### src/rtl/mc_ctrl_pkg.sv
// Shared encodings for the extended multicycle MIPS control unit:
// FSM states, instruction fields, ALU codes and datapath mux selects.
package mc_ctrl_pkg;

    typedef enum logic [3:0] {
        S_FETCH  = 4'd0,
        S_DECODE = 4'd1,
        S_MEMADR = 4'd2,
        S_MEMRD  = 4'd3,
        S_MEMWB  = 4'd4,
        S_MEMWR  = 4'd5,
        S_REX    = 4'd6,
        S_RWB    = 4'd7,
        S_BEQ    = 4'd8,
        S_BNE    = 4'd9,
        S_IEX    = 4'd10,
        S_IWB    = 4'd11,
        S_JUMP   = 4'd12,
        S_TRAP   = 4'd13
    } state_t;

    // Operation class requested from the ALU decoder by the FSM.
    typedef enum logic [2:0] {
        AOP_NONE  = 3'd0,
        AOP_ADD   = 3'd1,
        AOP_SUB   = 3'd2,
        AOP_AND   = 3'd3,
        AOP_OR    = 3'd4,
        AOP_SLT   = 3'd5,
        AOP_FUNCT = 3'd6
    } alu_op_t;

    localparam logic [5:0] OP_RTYPE = 6'b000000;
    localparam logic [5:0] OP_J     = 6'b000010;
    localparam logic [5:0] OP_BEQ   = 6'b000100;
    localparam logic [5:0] OP_BNE   = 6'b000101;
    localparam logic [5:0] OP_ADDI  = 6'b001000;
    localparam logic [5:0] OP_SLTI  = 6'b001010;
    localparam logic [5:0] OP_ANDI  = 6'b001100;
    localparam logic [5:0] OP_ORI   = 6'b001101;
    localparam logic [5:0] OP_LW    = 6'b100011;
    localparam logic [5:0] OP_SW    = 6'b101011;

    localparam logic [5:0] F_SLL  = 6'b000000;
    localparam logic [5:0] F_SRL  = 6'b000010;
    localparam logic [5:0] F_SRA  = 6'b000011;
    localparam logic [5:0] F_SLLV = 6'b000100;
    localparam logic [5:0] F_SRLV = 6'b000110;
    localparam logic [5:0] F_SRAV = 6'b000111;
    localparam logic [5:0] F_ADD  = 6'b100000;
    localparam logic [5:0] F_SUB  = 6'b100010;
    localparam logic [5:0] F_AND  = 6'b100100;
    localparam logic [5:0] F_OR   = 6'b100101;
    localparam logic [5:0] F_SLT  = 6'b101010;

    localparam logic [3:0] ALU_AND  = 4'b0000;
    localparam logic [3:0] ALU_OR   = 4'b0001;
    localparam logic [3:0] ALU_ADD  = 4'b0010;
    localparam logic [3:0] ALU_SLLV = 4'b0011;
    localparam logic [3:0] ALU_SRLV = 4'b0101;
    localparam logic [3:0] ALU_SUB  = 4'b0110;
    localparam logic [3:0] ALU_SLT  = 4'b0111;
    localparam logic [3:0] ALU_SRAV = 4'b1000;
    localparam logic [3:0] ALU_SLL  = 4'b1011;
    localparam logic [3:0] ALU_SRA  = 4'b1100;
    localparam logic [3:0] ALU_SRL  = 4'b1101;

    localparam logic [1:0] PCSRC_ALU    = 2'b00;
    localparam logic [1:0] PCSRC_ALUOUT = 2'b01;
    localparam logic [1:0] PCSRC_JUMP   = 2'b10;

    localparam logic [1:0] SRCB_RT     = 2'b00;
    localparam logic [1:0] SRCB_FOUR   = 2'b01;
    localparam logic [1:0] SRCB_IMM    = 2'b10;
    localparam logic [1:0] SRCB_IMM_SH = 2'b11;

endpackage

### src/rtl/mc_ctrl_ext_alu_dec.sv
// ALU decoder: maps the FSM's operation class (and funct for R-type)
// to a 4-bit ALU code, the shift-amount select and a funct legality flag.
module mc_alu_dec
    import mc_ctrl_pkg::*;
(
    input  logic [5:0] funct,
    input  alu_op_t    alu_op,
    output logic [3:0] alu_code,
    output logic       shamt_sel,
    output logic       funct_valid
);

    logic [3:0] f_code;
    logic       f_shamt;

    always_comb begin
        f_code      = ALU_AND;
        f_shamt     = 1'b0;
        funct_valid = 1'b1;
        case (funct)
            F_ADD:   f_code = ALU_ADD;
            F_SUB:   f_code = ALU_SUB;
            F_AND:   f_code = ALU_AND;
            F_OR:    f_code = ALU_OR;
            F_SLT:   f_code = ALU_SLT;
            F_SLLV:  f_code = ALU_SLLV;
            F_SRLV:  f_code = ALU_SRLV;
            F_SRAV:  f_code = ALU_SRAV;
            F_SLL:   begin f_code = ALU_SLL; f_shamt = 1'b1; end
            F_SRL:   begin f_code = ALU_SRL; f_shamt = 1'b1; end
            F_SRA:   begin f_code = ALU_SRA; f_shamt = 1'b1; end
            default: funct_valid = 1'b0;
        endcase
    end

    always_comb begin
        alu_code  = ALU_AND;
        shamt_sel = 1'b0;
        case (alu_op)
            AOP_ADD:   alu_code = ALU_ADD;
            AOP_SUB:   alu_code = ALU_SUB;
            AOP_AND:   alu_code = ALU_AND;
            AOP_OR:    alu_code = ALU_OR;
            AOP_SLT:   alu_code = ALU_SLT;
            AOP_FUNCT: begin alu_code = f_code; shamt_sel = f_shamt; end
            default:   alu_code = ALU_AND;
        endcase
    end

endmodule

### src/rtl/mc_ctrl_ext.sv
// Multicycle MIPS control unit: Moore FSM with memory handshake, illegal
// instruction trap, retired-instruction counter and PC-enable logic.
module mc_ctrl_ext
    import mc_ctrl_pkg::*;
#(
    parameter int ALUCTL_W      = 4,
    parameter bit MEM_HANDSHAKE = 1'b1,
    parameter int CNT_W         = 32
) (
    input  logic                clk,
    input  logic                reset,
    input  logic [5:0]          opcode,
    input  logic [5:0]          funct,
    input  logic                zero,
    input  logic                mem_ready,
    output logic                iord,
    output logic                mem_read,
    output logic                mem_write,
    output logic                ir_write,
    output logic                pc_en,
    output logic [1:0]          pc_src,
    output logic                alu_src_a,
    output logic [1:0]          alu_src_b,
    output logic                imm_zext,
    output logic                shamt_sel,
    output logic [ALUCTL_W-1:0] alu_control,
    output logic                reg_write,
    output logic                reg_dst,
    output logic                mem_to_reg,
    output logic                illegal,
    output logic [CNT_W-1:0]    retired,
    output logic [3:0]          state_o
);

    state_t     state, next_state;
    alu_op_t    alu_op;
    logic [3:0] alu_code;
    logic       funct_valid;
    logic       mem_rdy;

    // Without the handshake every memory access completes in one cycle.
    assign mem_rdy = MEM_HANDSHAKE ? mem_ready : 1'b1;

    mc_alu_dec u_alu_dec (
        .funct       (funct),
        .alu_op      (alu_op),
        .alu_code    (alu_code),
        .shamt_sel   (shamt_sel),
        .funct_valid (funct_valid)
    );

    assign alu_control = ALUCTL_W'(alu_code);
    assign state_o     = state;

    always_comb begin
        next_state = state;
        case (state)
            S_FETCH:  if (mem_rdy) next_state = S_DECODE;
            S_DECODE: begin
                case (opcode)
                    OP_LW, OP_SW:                      next_state = S_MEMADR;
                    OP_RTYPE:                          next_state = S_REX;
                    OP_BEQ:                            next_state = S_BEQ;
                    OP_BNE:                            next_state = S_BNE;
                    OP_ADDI, OP_ANDI, OP_ORI, OP_SLTI: next_state = S_IEX;
                    OP_J:                              next_state = S_JUMP;
                    default:                           next_state = S_TRAP;
                endcase
            end
            S_MEMADR: next_state = (opcode == OP_SW) ? S_MEMWR : S_MEMRD;
            S_MEMRD:  if (mem_rdy) next_state = S_MEMWB;
            S_MEMWR:  if (mem_rdy) next_state = S_FETCH;
            S_REX:    next_state = funct_valid ? S_RWB : S_TRAP;
            S_IEX:    next_state = S_IWB;
            S_MEMWB, S_RWB, S_BEQ, S_BNE, S_IWB, S_JUMP: next_state = S_FETCH;
            S_TRAP:   next_state = S_TRAP;
            default:  next_state = S_FETCH;
        endcase
    end

    always_comb begin
        alu_op = AOP_NONE;
        case (state)
            S_FETCH, S_DECODE, S_MEMADR: alu_op = AOP_ADD;
            S_BEQ, S_BNE:                alu_op = AOP_SUB;
            S_REX:                       alu_op = AOP_FUNCT;
            S_IEX: begin
                case (opcode)
                    OP_ANDI: alu_op = AOP_AND;
                    OP_ORI:  alu_op = AOP_OR;
                    OP_SLTI: alu_op = AOP_SLT;
                    default: alu_op = AOP_ADD;
                endcase
            end
            default: alu_op = AOP_NONE;
        endcase
    end

    always_comb begin
        iord       = 1'b0;
        mem_read   = 1'b0;
        mem_write  = 1'b0;
        ir_write   = 1'b0;
        pc_en      = 1'b0;
        pc_src     = PCSRC_ALU;
        alu_src_a  = 1'b0;
        alu_src_b  = SRCB_RT;
        imm_zext   = 1'b0;
        reg_write  = 1'b0;
        reg_dst    = 1'b0;
        mem_to_reg = 1'b0;
        case (state)
            S_FETCH: begin
                mem_read  = 1'b1;
                alu_src_b = SRCB_FOUR;
                ir_write  = mem_rdy;
                pc_en     = mem_rdy;
            end
            S_DECODE: alu_src_b = SRCB_IMM_SH;
            S_MEMADR: begin
                alu_src_a = 1'b1;
                alu_src_b = SRCB_IMM;
            end
            S_MEMRD: begin
                iord     = 1'b1;
                mem_read = 1'b1;
            end
            S_MEMWB: begin
                reg_write  = 1'b1;
                mem_to_reg = 1'b1;
            end
            S_MEMWR: begin
                iord      = 1'b1;
                mem_write = 1'b1;
            end
            S_REX:   alu_src_a = 1'b1;
            S_RWB: begin
                reg_write = 1'b1;
                reg_dst   = 1'b1;
            end
            S_BEQ, S_BNE: begin
                alu_src_a = 1'b1;
                pc_src    = PCSRC_ALUOUT;
                pc_en     = (state == S_BEQ) ? zero : !zero;
            end
            S_IEX: begin
                alu_src_a = 1'b1;
                alu_src_b = SRCB_IMM;
                imm_zext  = (opcode == OP_ANDI) || (opcode == OP_ORI);
            end
            S_IWB:   reg_write = 1'b1;
            S_JUMP: begin
                pc_src = PCSRC_JUMP;
                pc_en  = 1'b1;
            end
            default: ;
        endcase
        // State is already FETCH during reset; keep every side effect off.
        if (reset) begin
            mem_read  = 1'b0;
            mem_write = 1'b0;
            ir_write  = 1'b0;
            pc_en     = 1'b0;
            reg_write = 1'b0;
        end
    end

    always_ff @(posedge clk or posedge reset) begin
        if (reset) begin
            state   <= S_FETCH;
            illegal <= 1'b0;
            retired <= '0;
        end else begin
            state <= next_state;
            if (next_state == S_TRAP)
                illegal <= 1'b1;
            // Only completing states ever fall back to FETCH.
            if (next_state == S_FETCH && state != S_FETCH)
                retired <= retired + CNT_W'(1);
        end
    end

endmodule
### config.mk
export PLATFORM = sky130hd
export DESIGN_NAME = mc_ctrl_ext
export DESIGN_NICKNAME = d
export VERILOG_FILES = /design/src/rtl/mc_ctrl_pkg.sv /design/src/rtl/mc_ctrl_ext_alu_dec.sv /design/src/rtl/mc_ctrl_ext.sv
export SDC_FILE = /design/constraint.sdc
export NUM_CORES = 1
export LEC_CHECK = 0
export BUFFER_PORTS_ARGS = -buffer_cell sky130_fd_sc_hd__buf_4
export CELL_PAD_IN_SITES_DETAIL_PLACEMENT = 0
export CELL_PAD_IN_SITES_GLOBAL_PLACEMENT = 1
export CORE_ASPECT_RATIO = 0.7
export CORE_UTILIZATION = 38
export CTS_CLUSTER_SIZE = 14
export DETAILED_ROUTE_END_ITERATION = 8
export PLACE_DENSITY_LB_ADDON = 0.1
export SKIP_LAST_GASP = 1
export SLEW_MARGIN = 0
export SYNTH_ARGS = -nofsm -noshare
export SYNTH_HDL_FRONTEND = slang
export SYNTH_SLANG_ARGS = --single-unit
### constraint.sdc
create_clock -name clk -period 2.7 [get_ports clk]
set_input_delay 0.27 -clock clk [delete_from_list [all_inputs] [get_ports clk]]
set_output_delay 0.27 -clock clk [all_outputs]
set_load 0.005 [all_outputs]
After elaboration in Yosys (flattened, before gate mapping)

Index checks and enable logic that the tools add are counted.

Register bits: 37
Output and inout port bits: 56
Word-level logic and storage cells: 93

Add/sub/neg operators: 1
Equality and inequality tests: 38
Multiplexer cells: 32
Reductions and logical operators: 19

Operator list:

| operator                                      | count |
|---|---|
| == test 6 bit, second input constant          | 7 |
| case mux 4 bit (10 select lines)              | 1 |
| adder 32 x 1 -> 32 bit, second input constant | 1 |
| case mux 4 bit (8 select lines)               | 1 |
| == test 6 x 3 -> 1 bit, second input constant | 5 |
| == test 4 bit, second input constant          | 7 |
| == test 6 x 4 -> 1 bit, second input constant | 4 |
| case mux 4 bit (6 select lines)               | 1 |
| case mux 4 bit (5 select lines)               | 1 |
| == test 6 x 2 -> 1 bit, second input constant | 3 |
| 2-to-1 mux 1 bit                              | 18 |
| == test 4 x 3 -> 1 bit, second input constant | 4 |
| 2-to-1 mux 4 bit                              | 4 |
| zero test 6 bit                               | 2 |
| case mux 3 bit (4 select lines)               | 1 |
| OR reduction 11 bit                           | 1 |
| OR reduction 2 bit                            | 5 |
| == test 3 bit, second input constant          | 3 |
| case mux 3 bit (3 select lines)               | 1 |
| OR reduction 3 bit                            | 3 |
| == test 4 x 2 -> 1 bit, second input constant | 2 |
| zero test 4 bit                               | 2 |
| case mux 2 bit (3 select lines)               | 1 |
| OR reduction 5 bit                            | 1 |
| 11 further kinds                              | 11 |

Depth between registers and ports, before layout

Gate-level depths: netlist (run 1).

Depth after elaboration: 7
Depth in mapped cells: 10
Depth with buffers taken out: 7

By module

Synthesis (run 1) repeated with hierarchy kept, for this count alone.

Cells, all modules: 305
Area, all modules: 2695.1 um^2

Modules (own cells, without submodules):

| module      | instances | cells an instance | area an instance (um^2) | sequential area each (um^2) |
|---|---|---|---|---|
| mc_ctrl_ext | 1         | 265               | 2433.6                  | 925.9 |
| mc_alu_dec  | 1         | 40                | 261.5                   | 0.0 |

Least setup slack after synthesis (run 1)

OpenSTA, ideal clock, no wires.

Kind: flip-flop to flip-flop
Start: register state[2], in the netlist state_o[2]
End: register retired[1]
Arrival: 2.080 ns
Data required time: 2.573 ns
Setup slack: 0.493 ns
Stages on the path, launching flop included: 10
Path buffers: 2
Period minus slack after synthesis: 2.207 ns
Path through: dfrtp_1 -> buf_4 -> and4b_1 -> a221oi_1 -> nand3_1 -> nor4b_2 -> and2_1 -> buf_4 -> nand2_1 -> mux2_1

Word-level cells in the longest chain between the ends: 4
Elaborated cells on any way between the ends: 15
Classes of those cells: 7 x eq/ne; 4 x mux; 4 x reduce/logical

RTL lines:

| item                                  | RTL line           | text |
|---|---|---|
| from (decl)                           | mc_ctrl_ext.sv:35  | `state_t state, next_state;` |
| from (signal assigned)                | mc_ctrl_ext.sv:174 | `state <= next_state;` |
| == test 4 bit (tied with other cells) | mc_ctrl_ext.sv:57  | `case (state)` |
| case mux 4 bit (8 select lines)       | mc_ctrl_ext.sv:57  |  |
| zero test 4 bit                       | mc_ctrl_ext.sv:178 | `if (next_state == S_FETCH && state != S_FETCH)` |
| logical AND 1 bit *                   | mc_ctrl_ext.sv:178 |  |
| to (signal assigned)                  | mc_ctrl_ext.sv:179 | `retired <= retired + CNT_W'(1);` |
| to (decl)                             | mc_ctrl_ext.sv:31  | `output logic [CNT_W-1:0] retired,` |

Mark *: on every way between the ends. The rest lies on a longest branch, timed or not.
A chain may end at the register's enable or synchronous reset.

Worst setup path after layout (run 1)

Start: register state[3], in the netlist state_o[3]
End: register retired[24]

Same word-level chain as after synthesis.

==> impl_results.md, run 1 <==
- Setup TNS: 0 ns
- Area leader, netlist: dfrtp_1
- Cell count after synthesis: 280
- FMAX: 396.4 MHz
- DR WL/cell: 14.54 um
- Post-synthesis simple-gate area fraction: 32.34%
- Avg Inst Size Synth: 8.705 um^2
- Count leader, synth: dfrtp_1
- Tmin final: roughly 2.5 ns
- Pre-CTS WS: about 0.22 ns
- Post-cts gate resize count: 0
- Crit start category: flip-flop
- Global-route wire length before repair: 10650 um
- Status: finished with violations
- RSZ-0062 raised after global routing: false
- IO Count: 72
- Max VDD drop: about 0.00030 V
- CTS root buf: clkbuf_8
- Main combinational cell family by area after synthesis: simple AND/OR/NAND/NOR gates
- GPL Wtd Cong: between 0.8 and 0.9
- Nets: 374
- Crit path arrival time: between 2 and 3 ns
- Post-Synth Adder-Cell Area: less than 1%
- Routed vias/inst: between 5 and 6
- Initial Util: approximately two fifths
- Kind of critical path: flip-flop to flip-flop
- Failing checks: DRC
- Largest net degree at the start of global routing: 38
- Worst setup EP type: flip-flop
- Post-synth ARST share: between 90% and 100%
- Share of layout cells above drive strength 1: about a quarter
- Die X: roughly 100 um
- EDFF count, synth: 0
- Multiplexer share of the synthesized area: less than 1%
- Iter 0 DRT Violations: approximately 150
- CTS sink cnt: 37
- Compound-Gate Fraction of Synth Area: between 10% and 20%
- Max-cap violation count: 0
- Hold Buf Count CTS: 0
- I/O Buffers: between 70 and 80
- Hold WC Path Type: primary input to asynchronous set/reset pin
- Share of the synthesized area in the top cell type: 37.99%
- Area grow syn2layout: 29.83%
- Mapped Area: between 2000 and 2500 um^2
- Leakage power: around 1.5 nW
- Post-DRT Antenna Nets: 0
- Synth top cells by count: dfrtp_1, xnor2_1, nor2_1
- Area share of xor/xnor cells in the synthesized design: around an eighth
- Largest cells by area after synthesis: dfrtp_1, xnor2_1, nand4_1, and3_1, nand2b_1
- Final setup vio count: 0
- Final worst setup slack: ~0.18 ns
- CTS tree: yes
- Num rows: 24
- Dpl hpwl: about 4900 um
- Synth cell types: between 40 and 50
- Worst EP required: between 2 and 3 ns
- Worst-Margin Slew: around 0.47 ns
- Total CTS buffers: 5
- CTS max path bufs: 2
- Drt drc: 12
- Final hold viol count: 0
- Vias in the first global route: approximately 2100
- Relative slew slack: between 60% and 70%
- Grt ovf: 0
- Register bit total from synthesis: 37
- Diode count: 0
- Initial antenna violation count: 0
- Pins Over Slew Limit: 0
- Ys flop type: dfrtp_1
- Post-CTS Setup Bufs: 0
- Sequential area share after synthesis: 37.99%
- Worst Skew: between 0.009 and 0.01 ns
- Clock latency at the later pin of the worst-skew pair: ~0.29 ns
- Crit-path max FO: 14
- Pwr Density: ~760 nW/um^2
- Via count: between 2000 and 2500
- Syn_nets: about 300
- H-tree depth: 2
- DRT Pass-1 Iters: 6
- Gr usage total: approximately a fifth
- Share of the cycle needed by the critical path after routing: 93.43%
- Critical R2R Launch: state_o[3]
- Synth warnings: 0
- Overall die height: roughly 69 um
- Die footprint: 6744 um^2
- Setup crit start: state_o[3]
- Sum of routed wire length over all layers: around 6300 um
- CTS clk-pin slew, worst paths: ~0.080 ns
- Core area: around 6200 um^2
path summary, 6_finish.rpt:
kind / endpoint / slack [ns] / cells past startpoint
min in group clk: state_o[1] / 0.36 / 3
max reg2reg: retired[24] / 0.18 / 7
max: retired[24] / 0.18 / 7
min reg2reg: illegal / 0.48 / 1
min: retired[7] / 0.14 / 3
max in group asynchronous: retired[17] / 2.22 / 3
layout by cell type (no fill, tap or decap), types with 6 or more instances in the layout:
cell type	synthesis	routed
a21oi_1	13	13
nor2_1	21	21
nand2_1	19	19
and2_1	6	6
and3_1	15	15
o21ai_0	13	13
nand3_1	14	14
nor2b_1	10	10
xnor2_1	29	29
nand4_1	19	19
inv_1	7	7
dfrtp_1	37	37
buf_4	2	83
nand2b_1	13	13
final cells by class:
type                            count  area, um^2
Clock buffer                        6       72.57
Clock inverter                      2       10.01
Fill cell                         618        3052
Inverter                            7       26.28
Multi-Input combinational cell    223        1409
Sequential cell                    37       925.9
Tap cell                           78       97.59
Timing Repair Buffer               83       623.1
critical path: stages (launching register included):
cell      delay, ns
dfrtp_1        0.52
nand2b_1       0.23
and3_1         0.18
a311o_1        0.33
nor4b_2        0.37
nand4_1        0.36
nand2b_1       0.28
xnor2_1        0.13
metal layers:
layer | track usage, % | share of wire, %
met5 | 0 | 0
met4 | 4.545 | 0.62
met3 | 5.172 | 6.4
met2 | 25.61 | 38
met1 | 31.68 | 55
registers in the layout (all words and copies together) (netlist names):
signal,cells
state_o,4
retired,32
illegal,1
cell families after synthesis:
family          after synthesis
buf+inv                      20
compound gates               48
flops                        37
simple gates                140
fa+ha+maj                     1
xor+xnor                     33
mux                           1
where the power goes:
group          internal, mW  leakage (nW)  total, mW  switching, mW
clock network         0.179        0.0450      0.370          0.191
logic                 0.597         0.952       1.26          0.663
registers             0.629         0.499      0.762          0.133
total                  1.40          1.50       2.39          0.987
per-stage QoR:
| stage | cells | hold WS [ns] | cell area (um^2) | util, % | power (mW) |
|---|---|---|---|---|---|
| after CTS | 436 | 0.1580 | 3164 | 50.91 | 2.400 |
| final | 436 | 0.1362 | 3164 | 50.91 | 2.392 |
| after floorplan | 280 | 0.4549 | 2437 | - | 1.542 |
| after global routing | 436 | 0.1828 | 3164 | 50.91 | 2.579 |
| after global placement | 428 | 0.4579 | 3082 | 49.58 | 2.013 |
| after detailed placement | 428 | 0.4670 | 3082 | 49.58 | 2.021 |
(Power assumes the default switching activity.)
==> run 2, diff against run 1 <==
--- a/config.mk
+++ b/config.mk
@@ -9,7 +9,7 @@
 export CELL_PAD_IN_SITES_DETAIL_PLACEMENT = 0
 export CELL_PAD_IN_SITES_GLOBAL_PLACEMENT = 1
 export CORE_ASPECT_RATIO = 0.7
-export CORE_UTILIZATION = 38
+export CORE_UTILIZATION = 39
 export CTS_CLUSTER_SIZE = 14
 export DETAILED_ROUTE_END_ITERATION = 8
 export PLACE_DENSITY_LB_ADDON = 0.1
@@ -17,4 +17,5 @@
 export SLEW_MARGIN = 0
 export SYNTH_ARGS = -nofsm -noshare
 export SYNTH_HDL_FRONTEND = slang
+export SYNTH_HIERARCHICAL = 1
 export SYNTH_SLANG_ARGS = --single-unit
==> run 2 against run 1 <==
The flow now finishes without violations; hold slack better by 0.0095 ns; sequential cell count stayed put; count of clock-buffer cells in the layout up 1; wire length up 13%; non-clock buffer count grew 6; clock power rose by 7.8%; critical path type is now flip-flop to output port.
==> impl_results.md, run 2 <==
- Share of the cycle needed by the critical path after routing: 93.45% (was 93.43%)
- Multi-input gate area: 1603 um^2 (was 1409 um^2)
- Max VDD drop: 0.0006675 V (was 0.0003027 V)
- Area after DPL: 3344 um^2 (was 3082 um^2)
- Crit start category: flip-flop (unchanged)
- Status: finished, final reports clean (was finished with violations)
- Most common cell after layout, fill and taps aside: buf_4 (unchanged)
- Diode count: 0 (unchanged)
- Crit-path max FO: 5 (was 14)
- Sequential area share after synthesis: 34.35% (was 37.99%)
- Pins Over Slew Limit: 0 (unchanged)
- Final hold viol count: 0 (unchanged)
- Area leader, netlist: dfrtp_1 (unchanged)
- Register bit total from synthesis: 37 (unchanged)
- FMAX: 396.3 MHz (was 396.4 MHz)
- Register area: 927.1 um^2 (was 925.9 um^2)
- Share of layout cells above drive strength 1: 29.74% (was 25.98%)
- Largest cells by area after synthesis: dfrtp_1, xnor2_1, nand4_1, and3_1, nor2_1 (was dfrtp_1, xnor2_1, nand4_1, and3_1, nand2b_1)
- Post-DRT Antenna Nets: 0 (unchanged)
- CP cell instances: nand2b_1 -> nor4_2 -> a21oi_1 -> o22ai_1 -> nand2b_1 -> a211o_1 -> nor3_1 -> buf_4 (was nand2b_1 -> and3_1 -> a311o_1 -> nor4b_2 -> nand4_1 -> nand2b_1 -> xnor2_1)
- Via count: 2569 (was 2325)
- Compound-Gate Fraction of Synth Area: 10.77% (was 12.63%)
- Slowest cell delay on critical path: 0.43 ns (was 0.52 ns)
- DRT Pass-1 Iters: 5 (was 6)
- Core area: 6456 um^2 (was 6216 um^2)
- Hold WC Path Type: primary input to asynchronous set/reset pin (unchanged)
- CP dominant cell by count: nand2b_1 (unchanged)
- Biggest register: retired (unchanged)
- Synth cell types: 59 (was 46)
- Synth top cells by count: dfrtp_1, xnor2_1, nor2_1 (unchanged)
- Nets: 397 (was 374)
- CTS clk-pin slew, worst paths: 0.08 ns (about the same)
- Worst Skew: 0.008977 ns (was 0.009943 ns)
- GPL Wtd Cong: 0.7844 (was 0.8386)
- Initial antenna violation count: 0 (unchanged)
- CTS tree: yes (unchanged)
- Die footprint: 7252 um^2 (was 6744 um^2)
- Share of the synthesized area in the top cell type: 34.35% (was 37.99%)
- Crit path arrival time: 2.25 ns (was 2.71 ns)
- IO Count: 72 (unchanged)
- Setup crit start: state_o[2] (was state_o[3])
- Num rows: 24 (unchanged)
- Die X: 101.4 um (was 97.73 um)
- Multiplexer share of the synthesized area: 1.300% (was 0.4620%)
- Worst path top cell family by delay: simple AND/OR/NAND/NOR gates (unchanged)
- Count leader, synth: dfrtp_1 (unchanged)
- Dpl hpwl: 5375 um (was 4885 um)
- Post-synth ARST share: 100.0% (unchanged)
- CTS root buf: clkbuf_8 (unchanged)
- Area share of xor/xnor cells in the synthesized design: 10.07% (was 11.86%)
- Total CTS buffers: 5 (unchanged)
- Avg Inst Size Synth: 8.836 um^2 (was 8.705 um^2)
- Most frequent cells in the layout: buf_4, dfrtp_1, xnor2_1 (unchanged)
- Relative slew slack: 50.90% (was 68.46%)
- CTS max path bufs: 2 (unchanged)
- Initial Util: 41.74% (was 39.21%)
- Mapped Area: 2695 um^2 (was 2437 um^2)
- Grt ovf: 0 (unchanged)
- Fin area: 3448 um^2 (was 3164 um^2)
- Syn_nets: 322 (was 297)
- Slowest cell on the critical path: dfrtp_1 (unchanged)
- Iter 0 DRT Violations: 115 (was 149)
- Drt drc: 0 (was 12)
- Kind of critical path: flip-flop to output port (was flip-flop to flip-flop)
- Sum of routed wire length over all layers: 7132 um (was 6338 um)
- DP Cell Count: 464 (was 428)
- Leakage power: 1.518 nW (was 1.496 nW)
- Final setup vio count: 0 (unchanged)
- Critical R2R Launch: state_o[2] (was state_o[3])
- Post-Synth Adder-Cell Area: 0.4643% (was 0.5133%)
- EDFF count, synth: 0 (unchanged)
- Post-synthesis simple-gate area fraction: 36.26% (was 32.34%)
- Global-route wire length before repair: 11890 um (was 10650 um)
- Cell count after synthesis: 305 (was 280)
- Pwr Density: 777.3 nW/um^2 (was 755.9 nW/um^2)
- Synth warnings: 6 (was 0)
- Worst-Margin Slew: 0.7364 ns (was 0.4731 ns)
- Fillcell total: 630 (was 618)
- Crit path buffers/inverters: 1 (was 0)
- Overall die height: 71.55 um (was 69.01 um)
- Routed vias/inst: 5.454 (was 5.333)
- Max-cap violation count: 0 (unchanged)
- H-tree depth: 2 (unchanged)
- Tmin final: 2.523 ns (about the same)
- Fin cells: 471 (was 436)
- Post-CTS Setup Bufs: 0 (unchanged)
- Clock latency at the later pin of the worst-skew pair: 0.29 ns (about the same)
- Worst EP required: 2.43 ns (was 2.88 ns)
- DR WL/cell: 15.14 um (was 14.54 um)
- I/O Buffers: 71 (unchanged)
- Max reg flops: 32 (unchanged)
- Main combinational cell family by area after synthesis: simple AND/OR/NAND/NOR gates (unchanged)
- Vias in the first global route: 2251 (was 2109)
- Gr usage total: 21.16% (was 19.76%)
- Largest net degree at the start of global routing: 38 (unchanged)
- Worst setup EP type: output port (was flip-flop)
- Area grow syn2layout: 27.95% (was 29.83%)
- Ys flop type: dfrtp_1 (unchanged)
- CTS sink cnt: 37 (unchanged)
- Core Util, Final: 53.41% (was 50.91%)
- Hold Buf Count CTS: 0 (unchanged)
[run 2: per-layer routing]
metal | up-vias | track usage [%] | routed length [um]
met5 | - | 0 | 0
met4 | 0 | 4.348 | 51
met3 | 6 | 4.000 | 367
met2 | 71 | 27.44 | 2827
met1 | 1216 | 35.14 | 3886
li1 | 1276 | - | -
[run 2: where the power goes]
part	leakage (nW)	internal (mW)	switching [mW]
sequential	0.497	0.622	0.115
clock	0.0443	0.203	0.196
combinational	0.977	0.717	0.828
total	1.52	1.54	1.14
[run 2: tightest hold or removal path, cell delays in order]
cell	delay, ns
buf_4	0.13
inv_1	0.06
buf_4	0.42
[run 2: path summary, 6_finish.rpt]
| check | endpoint | slack, ns | cells after the start |
|---|---|---|---|
| setup / recovery | alu_control[3] | 0.18 | 8 |
| max in group asynchronous | state_o[3] | 2.20 | 3 |
| hold / removal | state_o[0] | 0.15 | 3 |
| min in group clk | state_o[1] | 0.42 | 4 |
| hold reg to reg | retired[31] | 0.49 | 1 |
| setup reg to reg | retired[1] | 0.26 | 8 |
[run 2: kinds of logic (layout without fill, tap and decap cells)]
group,Yosys count,after routing
compound gates,41,41
xor+xnor,31,31
fa+ha+maj,1,1
buf+inv,31,106
flops,37,37
mux,3,3
simple gates,161,161
[run 2: layout make-up]
cell class / instances / area share (%)
Timing Repair Buffer: 89 / 19.74
Multi-Input combinational cell: 237 / 46.48
Inverter: 10 / 1.089
Sequential cell: 37 / 26.89
Tap cell: 91 / 3.302
Clock buffer: 7 / 2.504
[run 2: through the flow]
step	power, mW	hold slack [ns]	setup slack (ns)	setup TNS (ns)
floorplan	1.739	0.4551	0.2668	0
detailed placement	2.286	0.4672	0.1079	0
global route	2.885	0.1991	-0.0003235	-0.0003235
finish	2.680	0.1458	0.1767	0
global placement	2.276	0.4749	0.1486	0
CTS	2.690	0.1590	0.02754	0
[run 2: repair_timing]
action / 4_1_cts / 5_1_grt
pin swaps: 0 / 1
endpoints found under the setup margin: 1 / 3
resized for setup: 1 / 4
